## src/rtl/image_op_sequencer_pkg.sv

```systemverilog
// Shared definitions for the frame point-operation sequencer: mode codes,
// controller state encoding, pixel layout and the saturating brightness helper.
package image_op_sequencer_pkg;

   localparam int BYTES_PER_PIX = 3;

   localparam logic [1:0] MODE_BRIGHT = 2'b00;
   localparam logic [1:0] MODE_INVERT = 2'b01;
   localparam logic [1:0] MODE_THRESH = 2'b10;
   localparam logic [1:0] MODE_GRAY   = 2'b11;

   typedef enum logic [3:0] {
      S_IDLE  = 4'd0,
      S_RD_R  = 4'd1,
      S_RD_G  = 4'd2,
      S_RD_B  = 4'd3,
      S_CAP_B = 4'd4,
      S_WR_R  = 4'd5,
      S_WR_G  = 4'd6,
      S_WR_B  = 4'd7,
      S_DONE  = 4'd8
   } state_t;

   // Add or subtract a delta from one channel, clamping to [0, 255].
   function automatic logic [7:0] sat_bright(input logic [7:0] x,
                                              input logic       dn,
                                              input logic [7:0] v);
      logic [8:0] s;
      s = {1'b0, x} + {1'b0, v};
      if (dn) begin
         sat_bright = (x > v) ? (x - v) : 8'h00;
      end else begin
         sat_bright = s[8] ? 8'hFF : s[7:0];
      end
   endfunction

endpackage

```

## src/rtl/image_op_sequencer_pixel_point_op.sv

```systemverilog
// Combinational point operation on one RGB pixel. Grayscale and threshold
// share a 10-bit channel sum so 255+255+255 cannot wrap.
module pixel_point_op
   import image_op_sequencer_pkg::*;
(
   input  logic [1:0] i_mode,
   input  logic       i_bright_dn,
   input  logic [7:0] i_value,
   input  logic [7:0] i_r,
   input  logic [7:0] i_g,
   input  logic [7:0] i_b,
   output logic [7:0] o_r,
   output logic [7:0] o_g,
   output logic [7:0] o_b
);

   logic [9:0] w_sum;
   logic [9:0] w_quot;
   logic [7:0] w_avg;
   logic [7:0] w_thr;

   assign w_sum  = {2'b00, i_r} + {2'b00, i_g} + {2'b00, i_b};
   assign w_quot = w_sum / 10'd3;
   assign w_avg  = w_quot[7:0];
   assign w_thr  = (w_avg > i_value) ? 8'hFF : 8'h00;

   // Select the result of the requested operation for all three channels.
   always_comb begin
      o_r = i_r;
      o_g = i_g;
      o_b = i_b;
      case (i_mode)
         MODE_BRIGHT: begin
            o_r = sat_bright(i_r, i_bright_dn, i_value);
            o_g = sat_bright(i_g, i_bright_dn, i_value);
            o_b = sat_bright(i_b, i_bright_dn, i_value);
         end
         MODE_INVERT: begin
            o_r = 8'hFF - i_r;
            o_g = 8'hFF - i_g;
            o_b = 8'hFF - i_b;
         end
         MODE_THRESH: begin
            o_r = w_thr;
            o_g = w_thr;
            o_b = w_thr;
         end
         default: begin
            o_r = w_avg;
            o_g = w_avg;
            o_b = w_avg;
         end
      endcase
   end

endmodule

```

## src/rtl/image_op_sequencer.sv

```systemverilog
// Frame sequencer: for each pixel p, reads bytes 3p..3p+2 from a byte-wide
// single-port store, applies the latched point operation and writes the three
// results back in place. Seven cycles per pixel, one DONE cycle per pass.
//
// Memory handshake: mem_rd_en high in a cycle requests mem[mem_addr], which
// the store returns on mem_rdata in the next cycle; mem_wr_en high in a cycle
// writes mem_wdata to mem_addr at the end of that cycle. There is no
// back-pressure, and the two strobes are never high together.
module image_op_sequencer
   import image_op_sequencer_pkg::*;
#(
   parameter int WIDTH  = 768,
   parameter int HEIGHT = 512,
   parameter int ADDR_W = 21
) (
   input  logic              clk,
   input  logic              rst_n,
   input  logic              start,
   input  logic              abort,
   input  logic [1:0]        mode,
   input  logic              bright_dn,
   input  logic [7:0]        value,
   output logic [ADDR_W-1:0] mem_addr,
   output logic              mem_rd_en,
   input  logic [7:0]        mem_rdata,
   output logic              mem_wr_en,
   output logic [7:0]        mem_wdata,
   output logic              busy,
   output logic              done,
   output logic [ADDR_W-1:0] pix_count,
   output state_t            o_dbg_state
);

   localparam logic [ADDR_W-1:0] LAST_PIX = ADDR_W'(WIDTH * HEIGHT - 1);
   localparam logic [ADDR_W-1:0] PIX_STEP = ADDR_W'(BYTES_PER_PIX);
   localparam logic [ADDR_W-1:0] ONE      = ADDR_W'(1);
   localparam logic [ADDR_W-1:0] TWO      = ADDR_W'(2);

   state_t            r_state;
   logic [1:0]        r_mode;
   logic              r_bright_dn;
   logic [7:0]        r_value;
   logic [ADDR_W-1:0] r_pix;
   logic [ADDR_W-1:0] r_base;
   logic [ADDR_W-1:0] r_addr;
   logic              r_rd_en;
   logic              r_wr_en;
   logic              r_busy;
   logic              r_done;
   logic [7:0]        r_cap_r;
   logic [7:0]        r_cap_g;
   logic [7:0]        r_cap_b;

   logic [7:0]        w_op_r;
   logic [7:0]        w_op_g;
   logic [7:0]        w_op_b;
   logic [7:0]        w_wdata;

   // Operation runs only on captured channels and latched config, so the
   // write data cannot change during a strobe cycle.
   pixel_point_op u_op (
      .i_mode      (r_mode),
      .i_bright_dn (r_bright_dn),
      .i_value     (r_value),
      .i_r         (r_cap_r),
      .i_g         (r_cap_g),
      .i_b         (r_cap_b),
      .o_r         (w_op_r),
      .o_g         (w_op_g),
      .o_b         (w_op_b)
   );

   // Pick the channel result matching the current write state; zero otherwise.
   always_comb begin
      w_wdata = 8'h00;
      case (r_state)
         S_WR_R:  w_wdata = w_op_r;
         S_WR_G:  w_wdata = w_op_g;
         S_WR_B:  w_wdata = w_op_b;
         default: w_wdata = 8'h00;
      endcase
   end

   // Controller FSM; strobes and address are registered on entry to each state.
   always_ff @(posedge clk or negedge rst_n) begin
      if (!rst_n) begin
         r_state     <= S_IDLE;
         r_mode      <= 2'b00;
         r_bright_dn <= 1'b0;
         r_value     <= 8'h00;
         r_pix       <= '0;
         r_base      <= '0;
         r_addr      <= '0;
         r_rd_en     <= 1'b0;
         r_wr_en     <= 1'b0;
         r_busy      <= 1'b0;
         r_done      <= 1'b0;
         r_cap_r     <= 8'h00;
         r_cap_g     <= 8'h00;
         r_cap_b     <= 8'h00;
      end else if (abort && (r_state != S_IDLE)) begin
         r_state <= S_IDLE;
         r_rd_en <= 1'b0;
         r_wr_en <= 1'b0;
         r_busy  <= 1'b0;
         r_done  <= 1'b0;
      end else begin
         case (r_state)
            S_IDLE: begin
               if (start) begin
                  r_mode      <= mode;
                  r_bright_dn <= bright_dn;
                  r_value     <= value;
                  r_pix       <= '0;
                  r_base      <= '0;
                  r_addr      <= '0;
                  r_rd_en     <= 1'b1;
                  r_busy      <= 1'b1;
                  r_state     <= S_RD_R;
               end
            end
            S_RD_R: begin
               r_addr  <= r_base + ONE;
               r_state <= S_RD_G;
            end
            S_RD_G: begin
               r_cap_r <= mem_rdata;
               r_addr  <= r_base + TWO;
               r_state <= S_RD_B;
            end
            S_RD_B: begin
               r_cap_g <= mem_rdata;
               r_rd_en <= 1'b0;
               r_state <= S_CAP_B;
            end
            S_CAP_B: begin
               r_cap_b <= mem_rdata;
               r_addr  <= r_base;
               r_wr_en <= 1'b1;
               r_state <= S_WR_R;
            end
            S_WR_R: begin
               r_addr  <= r_base + ONE;
               r_state <= S_WR_G;
            end
            S_WR_G: begin
               r_addr  <= r_base + TWO;
               r_state <= S_WR_B;
            end
            S_WR_B: begin
               r_wr_en <= 1'b0;
               if (r_pix == LAST_PIX) begin
                  r_done  <= 1'b1;
                  r_state <= S_DONE;
               end else begin
                  r_pix   <= r_pix + ONE;
                  r_base  <= r_base + PIX_STEP;
                  r_addr  <= r_base + PIX_STEP;
                  r_rd_en <= 1'b1;
                  r_state <= S_RD_R;
               end
            end
            S_DONE: begin
               r_done  <= 1'b0;
               r_busy  <= 1'b0;
               r_state <= S_IDLE;
            end
            default: begin
               r_rd_en <= 1'b0;
               r_wr_en <= 1'b0;
               r_busy  <= 1'b0;
               r_done  <= 1'b0;
               r_state <= S_IDLE;
            end
         endcase
      end
   end

   assign mem_addr    = r_addr;
   assign mem_rd_en   = r_rd_en;
   assign mem_wr_en   = r_wr_en;
   assign mem_wdata   = w_wdata;
   assign busy        = r_busy;
   assign done        = r_done;
   assign pix_count   = r_pix;
   assign o_dbg_state = r_state;

endmodule

```

## config.mk

```make
export PLATFORM = sky130hd
export DESIGN_NAME = image_op_sequencer
export DESIGN_NICKNAME = d
export VERILOG_FILES = /design/src/rtl/image_op_sequencer_pkg.sv /design/src/rtl/image_op_sequencer_pixel_point_op.sv /design/src/rtl/image_op_sequencer.sv
export SDC_FILE = /design/constraint.sdc
export NUM_CORES = 1
export LEC_CHECK = 0
export CORE_UTILIZATION = 46
export DETAILED_ROUTE_END_ITERATION = 10
export GPL_ROUTABILITY_DRIVEN = 0
export PLACE_DENSITY = 0.66
export SETUP_SLACK_MARGIN = 0.02
export SLEW_MARGIN = 40
export SYNTH_ARGS = -nofsm -noshare
export SYNTH_HDL_FRONTEND = slang
export SYNTH_SLANG_ARGS = --single-unit
```

## constraint.sdc

```tcl
create_clock -name clk -period 9.8 [get_ports clk]
set_input_delay 1.96 -clock clk [delete_from_list [all_inputs] [get_ports clk]]
set_output_delay 1.96 -clock clk [all_outputs]
set_load 0.01 [all_outputs]
```

Word level (Yosys, flattened, before mapping):

Index checks and enable logic that the tools add are counted.

* bits in registers: 106
* input port bits: 23
* output and inout bits: 58
* word-level logic and storage cells: 111

* add/subtract/negate cells: 15
* divide/modulo/power cells: 1
* $lt $le $gt $ge: 4
* equality and inequality tests: 20
* muxes and demuxes: 35
* bitwise gates (word level): 1
* reduce and logical (&&, ||, !) cells: 21

Operators by type and width (count)
* case mux 21 bit (5 select lines): 1
* case mux 8 bit (3 select lines): 4
* case mux 21 bit (2 select lines): 2
* 2-to-1 mux 8 bit: 10
* 2-to-1 mux 21 bit: 3
* adder 21 x 1 -> 21 bit, second input constant: 2
* adder 21 x 2 -> 21 bit, second input constant: 2
* adder 8 x 8 -> 9 bit: 4
* > comparator 8 bit: 4
* case mux 4 bit (8 select lines): 1
* subtractor 8 bit: 3
* subtractor 8 bit, first input constant: 3
* equality test 21 x 19 -> 1 bit, second input constant: 1
* OR reduction 7 bit: 3
* equality test 4 x 3 -> 1 bit, second input constant: 4
* 2-to-1 mux 4 bit: 3
* adder 10 x 8 -> 10 bit: 1
* divider 10 x 2 -> 10 bit, second input constant: 1
* AND reduction 2 bit: 5
* != test 3 bit, second input constant: 3
* equality test 4 x 2 -> 1 bit, second input constant: 2
* != test 2 x 1 -> 1 bit, second input constant: 4
* AND reduction 4 bit: 2
* 2-to-1 mux 1 bit: 7
* 17 further kinds: 22

Logic depth before layout (Yosys ltp):

Gate-level depths: netlist of the first run.

* depth after elaboration: 7
* depth in mapped cells: 40
* depth with buffers taken out: 36

Cells and area by module:

A second synthesis of the first run with hierarchy kept.

* cells, all modules: 1231
* area, all modules: 10247.3 µm²

By module, submodules not included
* image_op_sequencer: instances 1, cells each 664, area each 6185.9 µm², seq. area each 2652.5 µm²
* pixel_point_op: instances 1, cells each 567, area each 4061.4 µm², seq. area each 0.0 µm²

Worst setup path before layout of the first run:

OpenSTA, ideal clock, no wires.

* path kind: register to output
* start: register r_cap_r[1]
* end: output mem_wdata[1]
* arrival time: 6.898 ns
* setup slack: 0.942 ns
* stages on the path, launching flop included: 38
* buffers on the path: 3
* cells stage by stage: dfrtp_1 inv_1 fa_1 nor2b_1 o211ai_2 nand2_1 a21oi_1 xnor2_1 ha_1 a21oi_1 o21ai_1 and2_1 buf_6 or4_4 o211ai_2 o21ai_2 a21oi_2 o221ai_2 [... 2 more ...] ha_1 or3_1 a21o_1 o21ai_1 ha_1 nor2b_1 o21a_1 o21ai_0 nand2b_1 a21oi_1 o21ai_0 and4b_1 clkbuf_1 a21oi_1 clkbuf_1 a31oi_1 o31ai_1 a21oi_1

* word-level cells in the longest chain between the ends: 7

Ends and longest elaborated chain
* start, declared: line image_op_sequencer.sv:50 `logic [7:0] r_cap_r;`
* start signal, assigned: line image_op_sequencer.sv:127 `r_cap_r <= mem_rdata;`
* adder 8 x 8 -> 9 bit: line image_op_sequencer_pixel_point_op.sv:22 `assign w_sum = {2'b00, i_r} + {2'b00, i_g} + {2'b00, i_b};`
* adder 10 x 8 -> 10 bit: line image_op_sequencer_pixel_point_op.sv:22
* divider 10 x 2 -> 10 bit: line image_op_sequencer_pixel_point_op.sv:23 `assign w_quot = w_sum / 10'd3;`
* > comparator 8 bit: line image_op_sequencer_pixel_point_op.sv:25 `assign w_thr = (w_avg > i_value) ? 8'hFF : 8'h00;`
* 2-to-1 mux 8 bit: line image_op_sequencer_pixel_point_op.sv:25
* case mux 8 bit (3 select lines): line image_op_sequencer_pixel_point_op.sv:32 `case (i_mode)`
* case mux 8 bit (3 select lines) *: line image_op_sequencer.sv:76 `case (r_state)`
* end, declared: line image_op_sequencer.sv:27 `output logic [7:0] mem_wdata,`

Mark *: on every way between the ends. The rest lies on a longest branch, timed or not.

Final worst setup path of the first run:

* start: register r_cap_g[0]
* end: output mem_wdata[2]

* word-level cells in the longest chain between the ends: 7

Ends and longest elaborated chain
* start, declared: line image_op_sequencer.sv:51 `logic [7:0] r_cap_g;`
* start signal, assigned: line image_op_sequencer.sv:132 `r_cap_g <= mem_rdata;`
* adder 8 x 8 -> 9 bit: line image_op_sequencer_pixel_point_op.sv:22
* adder 10 x 8 -> 10 bit: line image_op_sequencer_pixel_point_op.sv:22
* divider 10 x 2 -> 10 bit: line image_op_sequencer_pixel_point_op.sv:23
* > comparator 8 bit: line image_op_sequencer_pixel_point_op.sv:25
* 2-to-1 mux 8 bit: line image_op_sequencer_pixel_point_op.sv:25
* case mux 8 bit (3 select lines): line image_op_sequencer_pixel_point_op.sv:32
* case mux 8 bit (3 select lines) *: line image_op_sequencer.sv:76

Marked as above.

==> results of run 1 <==
==> layout by cell type (no fill, tap or decap), types with 7 or more instances in the layout <==
cell	netlist	final
nor2b_1	8	7
nand2b_1	26	26
nand3_1	23	23
a22o_1	10	10
nor2_1	124	123
a221oi_1	17	17
inv_1	66	66
a21oi_1	97	91
ha_1	79	75
dfrtp_1	106	103
o22ai_1	10	9
o221a_2	7	7
clkdlybuf4s50_1	0	71
nand2_1	144	142
o21ai_0	97	96
buf_4	0	41
o31ai_1	17	15
o211ai_1	8	8
xor2_1	18	17
a211oi_1	10	7
xnor2_1	29	29
mux2_2	23	23
fa_1	8	7
a31oi_1	33	32
a21o_1	21	21
o21bai_1	17	17
clkbuf_16	0	9
or3_1	12	11
nand4_1	24	24
nor3_1	14	11
==> worst max-delay path, delay by kind of cell, from the launching register on <==
family                     cells  cell delay [ns]
xor gates and xnor gates       1             0.21
AOI/OAI and AO/OA             18             3.10
buffers and inverters          3             0.46
and+or+nand+nor                9             1.71
DFF                            1             0.36
adders and majority gates      5             1.37
==> flip-flops by register name (all words and copies together) (netlist names) <==
name / count
mem_rd_en: 1
mem_wr_en: 1
r_cap_r: 8
done: 1
busy: 1
r_base: 21
r_mode: 2
r_cap_g: 8
r_bright_dn: 1
mem_addr: 21
r_value: 8
o_dbg_state: 4
pix_count: 21
r_cap_b: 8
==> repair_timing <==
action                     in CTS  in global routing
buffers inserted               11                 15
resized for setup              24                 33
pin swaps                       8                 26
setup endpoints to repair       8                  8
cloned                          1                  1
==> cell families (layout without fill, tap and decap cells) <==
group                      after synthesis  count (layout)  synth area share
buffers and inverters                  128             210            0.0519
xor gates and xnor gates                47              47            0.0425
DFF                                    106             106             0.274
adders and majority gates               88              88             0.120
muxes                                   28              28            0.0324
AOI/OAI and AO/OA                      410             410             0.281
and+or+nand+nor                        415             415             0.199
==> worst max-delay path by stage <==
| stage | startpoint | endpoint |
|---|---|---|
| 6_report | r_cap_g[0] | mem_wdata[2] |
| 2_1_floorplan | r_cap_r[1] | mem_wdata[1] |
| 3_5_place_dp | r_cap_g[1] | mem_wdata[0] |
| 5_1_grt | r_cap_r[0] | mem_wdata[0] |
| 4_1_cts | r_cap_r[1] | mem_wdata[5] |
| 3_3_place_gp | r_cap_r[1] | mem_wdata[0] |
==> per-stage QoR <==
stage	area, sq um	util	std cells	hold slack [ns]	TNS, ns
6_report	11400	0.560	1574	0.483	0
3_5_place_dp	10700	0.525	1530	0.472	0
5_1_grt	11400	0.560	1574	0.515	-0.173
2_1_floorplan	9690	-	1222	0.501	0
3_3_place_gp	10700	0.524	1530	0.466	0
4_1_cts	11200	0.548	1558	0.491	0
==> synthesized netlist by cell type (4+ instances only) <==
cell        n  area (sq um)
o21ai_0    97           485
xor2_1     18           158
nand3_1    23           115
and2_1      5          31.3
xnor2_1    29           254
a211oi_1   10          75.1
o221a_2     7          78.8
a22o_1     10          87.6
o21a_1      6          45.0
ha_1       79           988
o21ai_1     6          30.0
fa_1        8           160
o22ai_1    10          62.6
nor2_1    124           465
or4_1       4          30.0
mux2_2     23           259
mux2i_1     4          40.0
nand2_1   144           541
nor3_1     14          70.1
a221oi_1   17           149
inv_1      66           248
nand2b_1   26           163
nor2b_1     8          50.1
o21bai_1   17           128
nor4_1      4          25.0
o311a_1     5          50.1
o211ai_1    8          60.1
or3_1      12          75.1
dfrtp_1   106          2650
or2_2       4          25.0
a21oi_1    97           485
a31oi_1    33           206
a21o_1     21           158
o31ai_1    17           128
o32a_1      4          40.0
o221ai_1    6          52.6
nand4_1    24           150
clkbuf_1   51           191
==> area by class of cell <==
class / count / share of cell area
repair buffers: 126 / 0.102
clock buffers: 10 / 0.0200
multi-input cells: 988 / 0.587
clock inverters: 6 / 0.00722
inverters: 68 / 0.0223
flip-flops and latches: 106 / 0.232
well taps: 270 / 0.0295
==> routing by layer <==
layer  GRT usage  part of all wire  vias to the layer above  wire, microns
li1            -                 -                     4589              -
met1       0.416              0.46                     4693          14100
met2       0.405              0.43                      417          13000
met3      0.0503             0.082                       54           2490
met4      0.0876             0.025                        0            765
met5           0                 0                        -              0
==> flow_summary.ini, run 1 <==
[placement]
io_buffers = 80
dp_hpwl_microns = 22100
place_ws_ns = 0.00344

[route]
postRouteAntennaNets = 0
drc = 0
wirelength_microns = 30400
drtIter0Drc = 926
first_pass_iters = 6
vias = 9753
wl_per_cell_microns = 19.3
viasPerCell = 6.20

[setup_path]
endpoint_kind = primary output
rr_startpoint = pix_count[7]
critPathMaxStageDelay_ns = 0.41
path_common_cell = ha_2
r2r_cells = 10
crit_fanout = 8
r2r_end = pix_count[10]
path_class = reg -> out
cp_data_arrival_time_ns = 7.59
critPathLaunchType = flip-flop
crit_required_ns = 7.84
r2r_slack_ns = 6.17
critPathSlowestCell = fa_2

[yosys]
synth_nets = 1332
synth_warnings = 0
synth_flop_cell = dfrtp_1
yosysSeqAreaShare = 0.274
syn_avg_cell_area_sq_um = 7.93
syn_inst = 1222
ys_seq_elements = 106
synthDistinctLibCells = 83
synth_edf_count = 0
ys_async_sr_fraction = 1.00
netlist_area_sq_um = 9690

[hold_path]
hold_path_depth = 2
worstHoldPathType = reg -> reg
whs_endpoint = mem_addr[3]
min_from = mem_addr[3]

[sta]
relSlewSlack = 0.455
rsz0062_at_grt = yes
period_share = 0.975
hold_viol = 0
final_max_slew_viol_count = 0
worst-slew-pin-transition_ns = 0.814
max_freq_mhz = 105
skew_ns = 0.00859
post-route-min-period_ns = 9.55
setup_viol_count_final = 0
fin_ws_ns = 0.247

[layout]
drive_gt1_frac = 0.120
multi_input_area_sq_um = 6710
fillers = 1909
antennaDiodeCount = 0
fin_nets = 1409
regArea_sq_um = 2660
syn2layout_area_growth_pct = 18.1

[floorplan]
die-width_microns = 147
die-area_sq_um = 21700
die_h_microns = 147
initial_core_util = 0.474
coreArea_sq_um = 20400
io_pins = 81
placementRows = 52

[clock_network]
cts_sinks = 106
cts_tree = yes
cts_max_path_buffers = 2
clk_latency_ns = 0.37
cts-htree-levels = 3
clk_pin_slew_ns = 0.08
cts_root_buf = clkbuf_16
cts_inserted_buffers = 9
cts.hold.buffers_added = 0

[global_route]
overflow = 0
grt_pass1_wl_microns = 47600
grt_pass1_vias = 8746
antenna_found_initial = 0
track_usage = 0.279
grt_max_degree = 60

[flow_run]
maxCapViolations = 0

[outcome]
status = complete, no violations
Power of run 1 is left out: the tool's default activity adds up to more than one toggle a clock period on the data nets, which glitch-free logic cannot reach.
==> run 2, diff against run 1 <==
--- a/config.mk
+++ b/config.mk
@@ -5,6 +5,7 @@
 export SDC_FILE = /design/constraint.sdc
 export NUM_CORES = 1
 export LEC_CHECK = 0
+export CORE_MARGIN = 2
 export CORE_UTILIZATION = 46
 export DETAILED_ROUTE_END_ITERATION = 10
 export GPL_ROUTABILITY_DRIVEN = 0
==> run 2 against run 1 <==
Net effect: maximum frequency shrank 0.15%; first-iteration DRC count shrank 7.0%; global-route usage shrank 0.18 points; die area grew 2.7%; final cell count grew 0.19%; critical path type unchanged; highest routed layer unchanged.
==> flow_summary.ini, run 2 (synthesized netlist as in run 1, its figures left out) <==
[route]
first_pass_iters = 7
viasPerCell = 6.16
wl_per_cell_microns = 19.8
drc = 0
wirelength_microns = 31200
postRouteAntennaNets = 0
drtIter0Drc = 861
vias = 9715

[setup_path]
cp.depth = 39
r2r_cells = 10
crit_fanout = 5
crit_start = r_cap_g[0]
critPathLaunchType = flip-flop
cp_top_family = compound AO/OA/AOI/OAI gates
path_class = reg -> out
crit_required_ns = 7.84
cp_num_buf_inv = 6
rr_startpoint = pix_count[7]
endpoint_kind = primary output
critPathMaxStageDelay_ns = 0.43
cp_data_arrival_time_ns = 7.61
critPathSlowestCell = or3_4
path_common_cell = o21a_1

[sta]
relSlewSlack = 0.428
worst-slew-pin-transition_ns = 0.855
hold_ws_ns = 0.481
max_freq_mhz = 105
fin_ws_ns = 0.233
post-route-min-period_ns = 9.57
rsz0062_at_grt = yes
setup_viol_count_final = 0
final_max_slew_viol_count = 0
hold_viol = 0
period_share = 0.976
skew_ns = 0.0159

[clock_network]
cts-htree-levels = 3
cts_sinks = 106
clk_latency_ns = 0.37
clk_pin_slew_ns = 0.07
cts_inserted_buffers = 9
cts_root_buf = clkbuf_16
cts_max_path_buffers = 2
cts_tree = yes

[placement]
dp_hpwl_microns = 22400
io_buffers = 80
place_ws_ns = 0.0952

[layout]
drive_gt1_frac = 0.122
fin_nets = 1407
final_common_cell = nand2_1
layout.cells.most_common_list = nand2_1 (142), nor2_1 (124), dfrtp_1 (103), o21ai_0 (95), a21oi_1 (90)
fillers = 1950
syn2layout_area_growth_pct = 18.9
multi_input_area_sq_um = 6810
regArea_sq_um = 2660

[global_route]
grt_pass1_vias = 8961
overflow = 0
grt_max_degree = 78
track_usage = 0.277
grt_pass1_wl_microns = 48800
antenna_found_initial = 1

[hold_path]
min_from = mem_addr[5]
hold_path_depth = 2
worstHoldPathType = reg -> reg

[floorplan]
die_h_microns = 149
die-area_sq_um = 22200
coreArea_sq_um = 20800
io_pins = 81
die-width_microns = 149
initial_core_util = 0.465
placementRows = 53

[flow_run]
maxCapViolations = 0

[outcome]
status = complete, no violations
==> run 2: cell types whose count changed in the layout (fill, tap and decap cells not counted), moves of 2 or more <==
cell,previous run,this run
a211oi_1,7,9
a211oi_2,5,3
buf_2,0,2
buf_4,41,36
clkdlybuf4s15_1,2,0
ha_4,0,2
inv_1,66,64
inv_2,1,3
nor3_2,5,3
nor3_4,0,3
==> run 2: routing by layer <==
metal | wire length [microns] | GRT usage
met5 | 0 | 0
met1 | 13500 | 0.377
met2 | 14500 | 0.444
met3 | 2000 | 0.0401
met4 | 1180 | 0.112
==> run 2: path summary, 6_finish.rpt <==
path / slack, ns / endpoint
max: 0.23 / mem_wdata[5]
min: 0.48 / mem_addr[5]
max reg2reg: 6.15 / pix_count[10]
min reg2reg: 0.48 / mem_addr[5]
max in group asynchronous: 7.19 / r_base[15]
min in group asynchronous: 1.53 / r_cap_b[1]
==> run 2: area by class of cell <==
| type | instances | area share |
|---|---|---|
| Clock inverter | 6 | 0.00749 |
| Antenna cell | 1 | 0.000217 |
| Inverter | 68 | 0.0222 |
| Multi-Input combinational cell | 990 | 0.591 |
| Timing Repair Buffer | 122 | 0.0994 |
| Sequential cell | 106 | 0.231 |
| Clock buffer | 9 | 0.0196 |
| Tap cell | 275 | 0.0299 |
==> run 2: stage by stage <==
step	std cells	TNS, ns	area, sq um	util
floorplan	1222	0	9690	-
global placement	1532	0	10700	0.514
detailed placement	1533	0	10700	0.515
CTS	1556	0	11200	0.536
global route	1576	-0.158	11500	0.553
finish	1577	0	11500	0.553
==> run 2: timing repair <==
item	CTS	global route
resized for setup	17	47
setup buffers	8	17
hold buffers	0	0
endpoints found under the setup margin	7	8
gates cloned	0	3
pin swaps	5	28
==> run 2: tightest hold or removal path, delay by kind of cell (launching register included) <==
family / cells / cell delay, ns
simple gates: 1 / 0.05
flops: 1 / 0.35
compound gates: 1 / 0.06
Power of run 2 is left out for the same reason.
==> run 3, diff against run 2 <==
--- a/config.mk
+++ b/config.mk
@@ -7,6 +7,7 @@
 export LEC_CHECK = 0
 export CORE_MARGIN = 2
 export CORE_UTILIZATION = 46
+export CTS_CLUSTER_DIAMETER = 100
 export DETAILED_ROUTE_END_ITERATION = 10
 export GPL_ROUTABILITY_DRIVEN = 0
 export PLACE_DENSITY = 0.66
==> results of run 3 <==
Final layout, timing and power as in run 2 (identical DEF).
Power of run 3 is left out for the same reason.
